[src/rtl/motor_pkg.sv]
// motor_pkg: shared definitions for the motor PWM driver slice.
//   - state_t    : controller state encoding (IDLE / RAMP / RUN)
//   - LEVEL_W    : width of the duty level bus
//   - SLOTS      : PWM slots per period
//   - SEG_*      : active-low 7-segment codes, bit order {g,f,e,d,c,b,a}
package motor_pkg;

  localparam int LEVEL_W = 4;
  localparam int SEG_W   = 7;
  localparam int SLOTS   = 10;

  typedef enum logic [1:0] {
    IDLE = 2'd0,
    RAMP = 2'd1,
    RUN  = 2'd2
  } state_t;

  localparam logic [SEG_W-1:0] SEG_0    = 7'b1000000;
  localparam logic [SEG_W-1:0] SEG_1    = 7'b1111001;
  localparam logic [SEG_W-1:0] SEG_2    = 7'b0100100;
  localparam logic [SEG_W-1:0] SEG_3    = 7'b0110000;
  localparam logic [SEG_W-1:0] SEG_4    = 7'b0011001;
  localparam logic [SEG_W-1:0] SEG_5    = 7'b0010010;
  localparam logic [SEG_W-1:0] SEG_6    = 7'b0000010;
  localparam logic [SEG_W-1:0] SEG_7    = 7'b1111000;
  localparam logic [SEG_W-1:0] SEG_8    = 7'b0000000;
  localparam logic [SEG_W-1:0] SEG_9    = 7'b0010000;
  localparam logic [SEG_W-1:0] SEG_DASH = 7'b0111111;

endpackage

[src/rtl/seg7_decoder.sv]
// seg7_decoder: purely combinational 4-bit value to active-low 7-segment code.
// Ports:
//   value : digit to show (0..9 meaningful)
//   seg   : active-low segments {g,f,e,d,c,b,a}; "-" for any value above 9
module seg7_decoder
  import motor_pkg::*;
(
  input  logic [LEVEL_W-1:0] value,
  output logic [SEG_W-1:0]   seg
);

  always_comb begin
    seg = SEG_DASH;
    case (value)
      4'd0:    seg = SEG_0;
      4'd1:    seg = SEG_1;
      4'd2:    seg = SEG_2;
      4'd3:    seg = SEG_3;
      4'd4:    seg = SEG_4;
      4'd5:    seg = SEG_5;
      4'd6:    seg = SEG_6;
      4'd7:    seg = SEG_7;
      4'd8:    seg = SEG_8;
      4'd9:    seg = SEG_9;
      default: seg = SEG_DASH;
    endcase
  end

endmodule

[src/rtl/motor_pwm_driver.sv]
// motor_pwm_driver: turns run / step commands into a 10-slot PWM waveform,
// soft-ramping the duty level to a default on start, and shows the level
// on a 7-segment digit.
// Ports:
//   clk, rst       : clock and synchronous active-high reset
//   motor_running  : run command level (1 = run, 0 = stop)
//   inc_req        : increase switch level (stepped on rising edge only)
//   dec_req        : decrease switch level (stepped on rising edge only)
//   pwm_out        : registered PWM to the power stage
//   duty_level     : registered current duty level 0..MAX_LEVEL
//   display        : registered active-low segment code of duty_level
//   active         : registered, 1 while ramping or running
module motor_pwm_driver
  import motor_pkg::*;
#(
  parameter int STEP_CLKS     = 1000,
  parameter int DEFAULT_LEVEL = 5,
  parameter int MAX_LEVEL     = 9,
  parameter int RAMP_PERIODS  = 4
) (
  input  logic               clk,
  input  logic               rst,
  input  logic               motor_running,
  input  logic               inc_req,
  input  logic               dec_req,
  output logic               pwm_out,
  output logic [LEVEL_W-1:0] duty_level,
  output logic [SEG_W-1:0]   display,
  output logic               active
);

  localparam int PRESC_W = (STEP_CLKS > 1) ? $clog2(STEP_CLKS) : 1;
  localparam int SLOT_W  = $clog2(SLOTS);
  localparam int RAMP_W  = (RAMP_PERIODS > 1) ? $clog2(RAMP_PERIODS) : 1;

  localparam logic [PRESC_W-1:0] PRESC_LAST    = PRESC_W'(STEP_CLKS - 1);
  localparam logic [SLOT_W-1:0]  SLOT_LAST     = SLOT_W'(SLOTS - 1);
  localparam logic [RAMP_W-1:0]  RAMP_LAST     = RAMP_W'(RAMP_PERIODS - 1);
  localparam logic [LEVEL_W-1:0] LEVEL_DEFAULT = LEVEL_W'(DEFAULT_LEVEL);
  localparam logic [LEVEL_W-1:0] LEVEL_MAX     = LEVEL_W'(MAX_LEVEL);

  state_t               state_reg, state_next;
  logic [PRESC_W-1:0]   presc_reg, presc_next;
  logic [SLOT_W-1:0]    slot_reg, slot_next;
  logic [RAMP_W-1:0]    ramp_reg, ramp_next;
  logic [LEVEL_W-1:0]   level_reg, level_next;
  logic                 inc_prev_reg, dec_prev_reg;
  logic                 pwm_reg, pwm_next;
  logic                 active_reg, active_next;
  logic [SEG_W-1:0]     display_reg, seg_code;

  // Step pulses from sampled 0->1 transitions; simultaneous pulses cancel.
  logic inc_pulse, dec_pulse, step_up, step_down;
  assign inc_pulse = inc_req & ~inc_prev_reg;
  assign dec_pulse = dec_req & ~dec_prev_reg;
  assign step_up   = inc_pulse & ~dec_pulse;
  assign step_down = dec_pulse & ~inc_pulse;

  // Timebase events.
  logic presc_wrap, period_end, ramp_step, ramp_done;
  assign presc_wrap = (presc_reg == PRESC_LAST);
  assign period_end = presc_wrap && (slot_reg == SLOT_LAST);
  assign ramp_step  = period_end && (ramp_reg == RAMP_LAST);
  // The ramp finishes in the same cycle the level lands on the default.
  assign ramp_done  = ramp_step && ((level_reg + LEVEL_W'(1)) == LEVEL_DEFAULT);

  // State register.
  always_ff @(posedge clk) begin
    if (rst) state_reg <= IDLE;
    else     state_reg <= state_next;
  end

  // Next-state logic; a stop command wins from any state.
  always_comb begin
    state_next = state_reg;
    if (!motor_running) begin
      state_next = IDLE;
    end else begin
      case (state_reg)
        IDLE:    state_next = RAMP;
        RAMP:    if (ramp_done) state_next = RUN;
        RUN:     state_next = RUN;
        default: state_next = IDLE;
      endcase
    end
  end

  // Counters and level datapath.
  always_comb begin
    presc_next = presc_reg;
    slot_next  = slot_reg;
    ramp_next  = ramp_reg;
    level_next = level_reg;

    // Counters are held at zero around IDLE so each run starts at slot 0.
    if (state_reg == IDLE || state_next == IDLE) begin
      presc_next = PRESC_W'(0);
      slot_next  = SLOT_W'(0);
    end else if (presc_wrap) begin
      presc_next = PRESC_W'(0);
      slot_next  = (slot_reg == SLOT_LAST) ? SLOT_W'(0) : slot_reg + SLOT_W'(1);
    end else begin
      presc_next = presc_reg + PRESC_W'(1);
    end

    if (state_next == IDLE || state_reg == IDLE) begin
      level_next = LEVEL_W'(0);
      ramp_next  = RAMP_W'(0);
    end else if (state_reg == RAMP) begin
      if (period_end) begin
        if (ramp_step) begin
          ramp_next  = RAMP_W'(0);
          level_next = level_reg + LEVEL_W'(1);
        end else begin
          ramp_next = ramp_reg + RAMP_W'(1);
        end
      end
    end else begin
      if (step_up && level_reg < LEVEL_MAX)
        level_next = level_reg + LEVEL_W'(1);
      else if (step_down && level_reg != LEVEL_W'(0))
        level_next = level_reg - LEVEL_W'(1);
    end
  end

  // Outputs are derived from next values so they line up with the level register.
  always_comb begin
    active_next = (state_next != IDLE);
    pwm_next    = (state_next != IDLE) && (32'(slot_next) < 32'(level_next));
  end

  seg7_decoder u_seg7 (
    .value (level_next),
    .seg   (seg_code)
  );

  always_ff @(posedge clk) begin
    if (rst) begin
      presc_reg    <= PRESC_W'(0);
      slot_reg     <= SLOT_W'(0);
      ramp_reg     <= RAMP_W'(0);
      level_reg    <= LEVEL_W'(0);
      inc_prev_reg <= 1'b0;
      dec_prev_reg <= 1'b0;
      pwm_reg      <= 1'b0;
      active_reg   <= 1'b0;
      display_reg  <= SEG_0;
    end else begin
      presc_reg    <= presc_next;
      slot_reg     <= slot_next;
      ramp_reg     <= ramp_next;
      level_reg    <= level_next;
      inc_prev_reg <= inc_req;
      dec_prev_reg <= dec_req;
      pwm_reg      <= pwm_next;
      active_reg   <= active_next;
      display_reg  <= seg_code;
    end
  end

  assign pwm_out    = pwm_reg;
  assign duty_level = level_reg;
  assign display    = display_reg;
  assign active     = active_reg;

endmodule

[config.mk]
export PLATFORM = sky130hd
export DESIGN_NAME = motor_pwm_driver
export DESIGN_NICKNAME = d
export VERILOG_FILES = /design/src/rtl/motor_pkg.sv /design/src/rtl/seg7_decoder.sv /design/src/rtl/motor_pwm_driver.sv
export SDC_FILE = /design/constraint.sdc
export NUM_CORES = 1
export LEC_CHECK = 0
export ABC_AREA = 1
export CORE_UTILIZATION = 38
export CTS_CLUSTER_DIAMETER = 100
export DETAILED_ROUTE_END_ITERATION = 10
export DONT_BUFFER_PORTS = 1
export PLACE_DENSITY = 0.59
export SETUP_SLACK_MARGIN = 0.2
export SLEW_MARGIN = 20
export SYNTH_ARGS = -nofsm -noshare
export SYNTH_HDL_FRONTEND = slang
export SYNTH_SLANG_ARGS = --single-unit
[constraint.sdc]
create_clock -name clk -period 2.9 [get_ports clk]
set_input_delay 0.87 -clock clk [delete_from_list [all_inputs] [get_ports clk]]
set_output_delay 0.87 -clock clk [all_outputs]
set_load 0.05 [all_outputs]
==> impl_results.md, run 1 <==
- Status: completed
- Initial DRC count: 37
- Chip Width: around 73 um
- Clock sink count: 33
- Placer congestion estimate: 0.8561
- Pre-Repair DR Iteration Count: 4
- Leak: between 1 and 1.5 nW
- Vias: around 1600
- Maximum vdd ir drop: ~0.27 mV
- Final cycle utilization of the critical path: between 70% and 80%
- CTS Buf Count: 5
- # setup viols final: 0
- Library cells used by synthesis: 33
- Io pins: 18
- Remaining DRCs: 0
- Cells after synthesis: approximately 270
- Grt ovf: 0
- PD cells: 461.7 nW/um^2
- Die ar.: 5325 um^2
- Clock power share: between 40 and 50%
- Number of synthesized flops with an enable pin: 0
- WS Path Type: flop to flop
- DPL Wire Length: approximately 2.8 mm
- # nets final: 293
- Placed Cells incl. Taps: 336
- Hold/Removal Path Class: flop to flop
- Final min period: ~2.3 ns
- Vias per inst: between 4 and 5
- Clock skew: 0.004888 ns
- Total of max-cap violations: 0
- Post-route insts no fill: about 340
- CP Capture Type: flop
- CTS tree: done
- Starting Density: approximately two fifths
- Hold WS: between 0.4 and 0.5 ns
- ANT cells: 0
- Clock Path Buffers: 2
- PostCTS Resize Cnt: 0
- RSZ-0062 raised after global routing: false
- Post-synthesis register bit count: 33
- WL final: 3.651 mm
- # rows: 25
- Reg power frac: between 40% and 50%
- Startpoint types: flop
- Total GRT Usage: roughly 16%
- NetSw: 228.2 uW
- First-pass GRT wire length: 6.713 mm
- Core area: between 4000 and 5000 um^2
- Async SR Flop Fraction: 0%
- I/O Buffers: 0
- Setup TNS: 0 ns
- Slew @ Worst Pin: 0.5237 ns
- Gate power share: under 10%
- Main flop type after synthesis: dfxtp_1
- WL per Instance: around 11 um
- Clk Latency, worst-skew pair: around 0.28 ns
- Synth-to-layout area growth: 11.83%
- Syn Std Cell Area: approximately 1900 um^2
- Vias in the first global route: ~1600
- CTS root buffer: clkbuf_8
- Post-synth top area cell: dfxtp_1
- Die height: approximately 73 um
- Slew Viols, Final: 0
- Arr. time, crit path: 2.49 ns
- Largest net degree at the start of global routing: 11
- Seq/Total Area, Yosys: roughly a third
- H-tree levels: 2
- Warning count from the yosys run: 0
- Share of layout cells above drive strength 1: ~16%
- Fillers: about 530
- Syn Nets: 283
- Avg Inst Size Synth: around 7.2 um^2
- Worst path required time: slightly above 3 ns
- Clock transition at path regs: 0.07 ns
- Top cells by area, synth: dfxtp_1 35%, nand2_1 14%, ha_1 7.8%, inv_1 7.3%, nor2_1 5.7%
- Most frequent cell after synthesis: nand2_1
- Sw frac: 23.09%
- Max FFs per register: 10
- Final hold viol count: 0
- Slew HR: ~65%
- Synth top cells by count: 69 x nand2_1, 37 x inv_1, 33 x dfxtp_1, 29 x nor2_1, 14 x nand3_1
- ANT nets after route: 0
- Max frequency: 433.1 MHz
- P_int: approximately 760 uW
- Initial antenna violation count: 0
- CTS Hold Bufs: 0
- Setup repair bufs after CTS: 0
- Final core occ: about 45%
- CP Max Fanout: 7
- Post-synth top area share: roughly 35%
==> worst max-delay path, cell delays in order, from the launching register on <==
cell	delay (ns)
dfxtp_1	0.36
ha_1	0.21
nand2_1	0.10
nor2_4	0.12
nand3_4	0.13
nor2_8	0.16
nand3_1	0.10
nand3_1	0.11
nand2_1	0.09
nor2_2	0.17
inv_1	0.11
ha_1	0.33
nand2_1	0.08
nand2_1	0.04
nand2_1	0.06
nand2_1	0.04
==> stage by stage <==
step	instance area, um^2	power (mW)	setup slack, ns
6_report	2141	0.9883	0.5911
5_1_grt	2141	1.037	0.2690
4_1_cts	2141	1.003	0.5625
3_5_place_dp	2024	0.5496	0.3585
3_3_place_gp	2024	0.5497	0.3548
2_1_floorplan	1914	0.5390	0.3437
==> logic make-up (layout without fill, tap and decap cells) <==
family	count (synthesis)	count (layout)	synth area share [%]
AO/OA/AOI/OAI	29	29	10.26
XOR/XNOR	2	2	0.9152
adder cells (fa/ha/maj)	12	12	7.843
buffers and inverters	44	55	8.627
flip-flops	33	33	34.51
AND/OR/NAND/NOR	146	146	37.84
==> worst paths after layout <==
| check | start | endpoint | slack (ns) | cells past startpoint |
|---|---|---|---|---|
| setup reg to reg | presc_reg[0] | display[3] | 0.59 | 15 |
| hold reg to reg | presc_reg[0] | presc_reg[0] | 0.45 | 1 |
| setup / recovery | presc_reg[0] | display[3] | 0.59 | 15 |
| hold / removal | presc_reg[0] | presc_reg[0] | 0.45 | 1 |
==> cell usage in the layout, fill, tap and decap left out <==
| cell | count |
|---|---|
| a21oi_1 | 5 |
| a21oi_2 | 2 |
| a22oi_1 | 1 |
| buf_4 | 4 |
| bufinv_16 | 1 |
| clkbuf_1 | 1 |
| clkbuf_8 | 6 |
| dfxtp_1 | 33 |
| ha_1 | 12 |
| inv_1 | 37 |
| inv_2 | 6 |
| nand2_1 | 69 |
| nand2_2 | 3 |
| nand2_4 | 2 |
| nand3_1 | 14 |
| nand3_2 | 4 |
| nand3_4 | 2 |
| nand3b_1 | 1 |
| nand4_1 | 3 |
| nor2_1 | 29 |
| nor2_2 | 6 |
| nor2_4 | 2 |
| nor2_8 | 1 |
| nor3_1 | 4 |
| nor3b_1 | 5 |
| nor4_1 | 1 |
| o211a_1 | 1 |
| o211ai_1 | 1 |
| o211ai_2 | 1 |
| o21a_1 | 1 |
| o21ai_0 | 7 |
| o21ai_1 | 3 |
| o21ai_2 | 5 |
| o21bai_1 | 2 |
| xnor2_1 | 1 |
| xor2_1 | 1 |
==> area by class of cell <==
cell class / count / area (um^2) / area share [%]
clock buffers: 7 / 86.33 / 4.033
clock inverters: 1 / 30.03 / 1.403
inverters: 43 / 161.4 / 7.539
multi-input cells: 189 / 1089 / 50.85
flip-flops and latches: 33 / 660.6 / 30.86
well taps: 67 / 83.83 / 3.916
repair buffers: 4 / 30.03 / 1.403
==> routing by layer <==
layer | vias to the layer above | GRT usage, % | wire, um
li1 | 861 | - | -
met1 | 688 | 20.88 | 1866
met2 | 21 | 25.86 | 1589
met3 | 2 | 5.249 | 172
met4 | 0 | 6.100 | 23
met5 | - | 0 | 0
==> power by group through the flow <==
stage	clock network (mW)	registers, mW	logic, mW
after CTS	0.463	0.475	0.0646
after global placement	0	0.485	0.0643
after floorplan	0	0.487	0.0519
after global routing	0.486	0.476	0.0747
after detailed placement	0	0.485	0.0643
final	0.449	0.475	0.0642
(Power assumes the default switching activity.)
==> inputs of run 2 (changes only) <==
- clock period: 2.9 -> 2.35 ns (I/O delays scaled with it)
==> impl_results.md, run 2 (synthesized netlist as in run 1, its figures left out) <==
- Status: completed (unchanged)
- Total GRT Usage: 16.74% (was 16.39%)
- Maximum vdd ir drop: 0.4872 mV (was 0.2660 mV)
- Max layer used: met4 (unchanged)
- Arr. time, crit path: 2.21 ns (was 2.49 ns)
- Final cycle utilization of the critical path: 85.96% (was 79.62%)
- Setup TNS: 0 ns (unchanged)
- Slew Viols, Final: 0 (unchanged)
- Remaining DRCs: 0 (unchanged)
- Initial antenna violation count: 0 (unchanged)
- PD cells: 516.3 nW/um^2 (was 461.7 nW/um^2)
- Starting Density: 40.00% (unchanged)
- WS Path Type: flop to flop (unchanged)
- Worst path required time: 2.54 ns (was 3.08 ns)
- Final min period: 2.020 ns (was 2.309 ns)
- Clock Path Buffers: 2 (unchanged)
- WL final: 3.855 mm (was 3.651 mm)
- Reg2reg end: display[3] (unchanged)
- Cell at the slowest stage of the critical path: dfxtp_4 (was dfxtp_1)
- CTS Hold Bufs: 0 (unchanged)
- H-tree levels: 2 (unchanged)
- Grt ovf: 0 (unchanged)
- First-pass GRT wire length: 6.796 mm (was 6.713 mm)
- I/O Buffers: 0 (unchanged)
- Wire length on met2: 1.811 mm (was 1.589 mm)
- Worst Min Path Start: rst (was presc_reg[0])
- Die height: 72.98 um (unchanged)
- Largest net degree at the start of global routing: 12 (was 11)
- Critical Path, Cell by Cell: inv_2 > ha_4 > nand2_1 > nand2_2 > nand2_2 > nand2_1 > nand2_2 > nand2_1 > nand2_2 > nand2_2 > nor2_4 > inv_2 > ha_4 > nand2_1 > nand2_1 > nand2_1 > nand2_1 (was ha_1 > nand2_1 > nor2_4 > nand3_4 > nor2_8 > nand3_1 > nand3_1 > nand2_1 > nor2_2 > inv_1 > ha_1 > nand2_1 > nand2_1 > nand2_1 > nand2_1)
- R2R Setup Slk: 0.33 ns (was 0.59 ns)
- ANT cells: 0 (unchanged)
- Core area: 4786 um^2 (unchanged)
- Dpl ws: 0.07221 ns (was 0.3585 ns)
- # setup viols final: 0 (unchanged)
- Pre-Repair DR Iteration Count: 4 (unchanged)
- Clock transition at path regs: 0.07 ns (about the same)
- # nets final: 304 (was 293)
- Startpoint types: flop (unchanged)
- Max incr delay on CP: 0.35 ns (was 0.36 ns)
- Vias in the first global route: 1621 (was 1570)
- Hold/Removal Path Class: primary input to flop (was flop to flop)
- Crit path max-delay family: simple AND/OR/NAND/NOR gates (unchanged)
- Chip Width: 72.98 um (unchanged)
- Clock sink count: 33 (unchanged)
- CTS Buf Count: 5 (unchanged)
- Final hold viol count: 0 (unchanged)
- Synth-to-layout area growth: 21.37% (was 11.83%)
- Total of max-cap violations: 0 (unchanged)
- CP Capture Type: flop (unchanged)
- CTS root buffer: clkbuf_8 (unchanged)
- DPL Wire Length: 2.908 mm (was 2.826 mm)
- Vias per inst: 4.721 (was 4.570)
- WL met1: 1.832 mm (was 1.866 mm)
- CP Max Fanout: 5 (was 7)
- # rows: 25 (unchanged)
- Worst R2R Start: duty_level[0] (was presc_reg[0])
- Final WS setup: 0.3299 ns (was 0.5911 ns)
- Leak: 1.090 nW (was 1.019 nW)
- WL per Instance: 10.86 um (was 10.61 um)
- Clock skew: 0.006911 ns (was 0.004888 ns)
- Hold path endpoint: slot_reg[2] (was presc_reg[0])
- Most frequent cells in the layout: 62 x nand2_1, 33 x inv_1, 29 x nor2_1 (was 69 x nand2_1, 37 x inv_1, 33 x dfxtp_1)
- Share of layout cells above drive strength 1: 28.13% (was 16.25%)
- Initial DRC count: 92 (was 37)
- Worst Path Buf+Inv: 2 (was 1)
- ANT nets after route: 0 (unchanged)
- CTS tree: done (unchanged)
- Max frequency: 495.0 MHz (was 433.1 MHz)
- Hold path cells: 1 (unchanged)
- RSZ-0062 raised after global routing: false (unchanged)
- Commonest non-fill, non-tap cell in the layout: nand2_1 (unchanged)
- Vias: 1676 (was 1572)
- Max FFs per register: 10 (unchanged)
- Clk Latency, worst-skew pair: 0.29 ns (was 0.28 ns)
- Slew HR: 66.81% (was 65.04%)
- Met3 Wirelength: 138 um (was 172 um)
- Io pins: 18 (unchanged)
- Placer congestion estimate: 0.7939 (was 0.8561)
- CP dominant cell by count: nand2_1 (unchanged)
- Slew @ Worst Pin: 0.4972 ns (was 0.5237 ns)
- R2r worst-path depth: 17 (was 15)
- Die ar.: 5325 um^2 (unchanged)
[run 2: cell types whose count changed in the layout (fill, tap and decap cells not counted), sizes merged]
cell / change
buf: +11
inv: +1
bufinv: -1
[run 2: report_power, final]
group	internal, mW	switching (mW)	total [mW]	leakage (nW)
combinational	0.0320	0.0611	0.0931	0.760
sequential	0.565	0.0185	0.584	0.270
clock	0.303	0.220	0.523	0.0599
total	0.900	0.300	1.20	1.09
[run 2: layer usage]
metal / vias up / global-route usage, %
li1: 886 / -
met4: 0 / 6.536
met2: 31 / 28.25
met3: 9 / 4.144
met1: 750 / 20.48
met5: - / 0
[run 2: area by class of cell]
class / instances / area (um^2)
timing repair buffer: 15 / 116.4
clock buffer: 7 / 107.6
tap: 67 / 83.83
inverter: 43 / 161.4
clock inverter: 1 / 6.256
fill: 487 / 2462
multi-input combinational: 189 / 1176
sequential: 33 / 671.9
[run 2: repair_timing]
item                       in CTS  in global routing
cloned                          0                  0
buffers inserted                2                  3
pin swaps                       2                  7
setup endpoints to repair       5                  7
gates resized for setup         5                 18
[run 2: worst reg2reg max path, delay by kind of cell (launching register included)]
kind	cells	cell delay (ns)
adders and majority gates	2	0.41
and+or+nand+nor	13	1.03
DFF	1	0.35
buffers and inverters	2	0.14
[run 2: worst max path at each step]
stage / start / end / depth (start not counted)
6_report: duty_level[0] / display[3] / 17
5_1_grt: duty_level[0] / display[3] / 17
4_1_cts: presc_reg[0] / pwm_out / 12
3_5_place_dp: inc_req / display[3] / 15
3_3_place_gp: dec_req / display[3] / 15
2_1_floorplan: inc_req / pwm_out / 12
[run 2: through the flow]
step           cells  utilization, %  power [mW]  hold WS, ns  cell area (um^2)
6_report         355           48.55       1.200       0.4763              2323
2_1_floorplan    266               -      0.6645       0.4176              1938
5_1_grt          355           48.55       1.245       0.4732              2323
3_3_place_gp     342           43.74      0.6813       0.4365              2093
3_5_place_dp     342           43.74      0.6812       0.4408              2093
4_1_cts          352           46.61       1.208       0.4237              2231
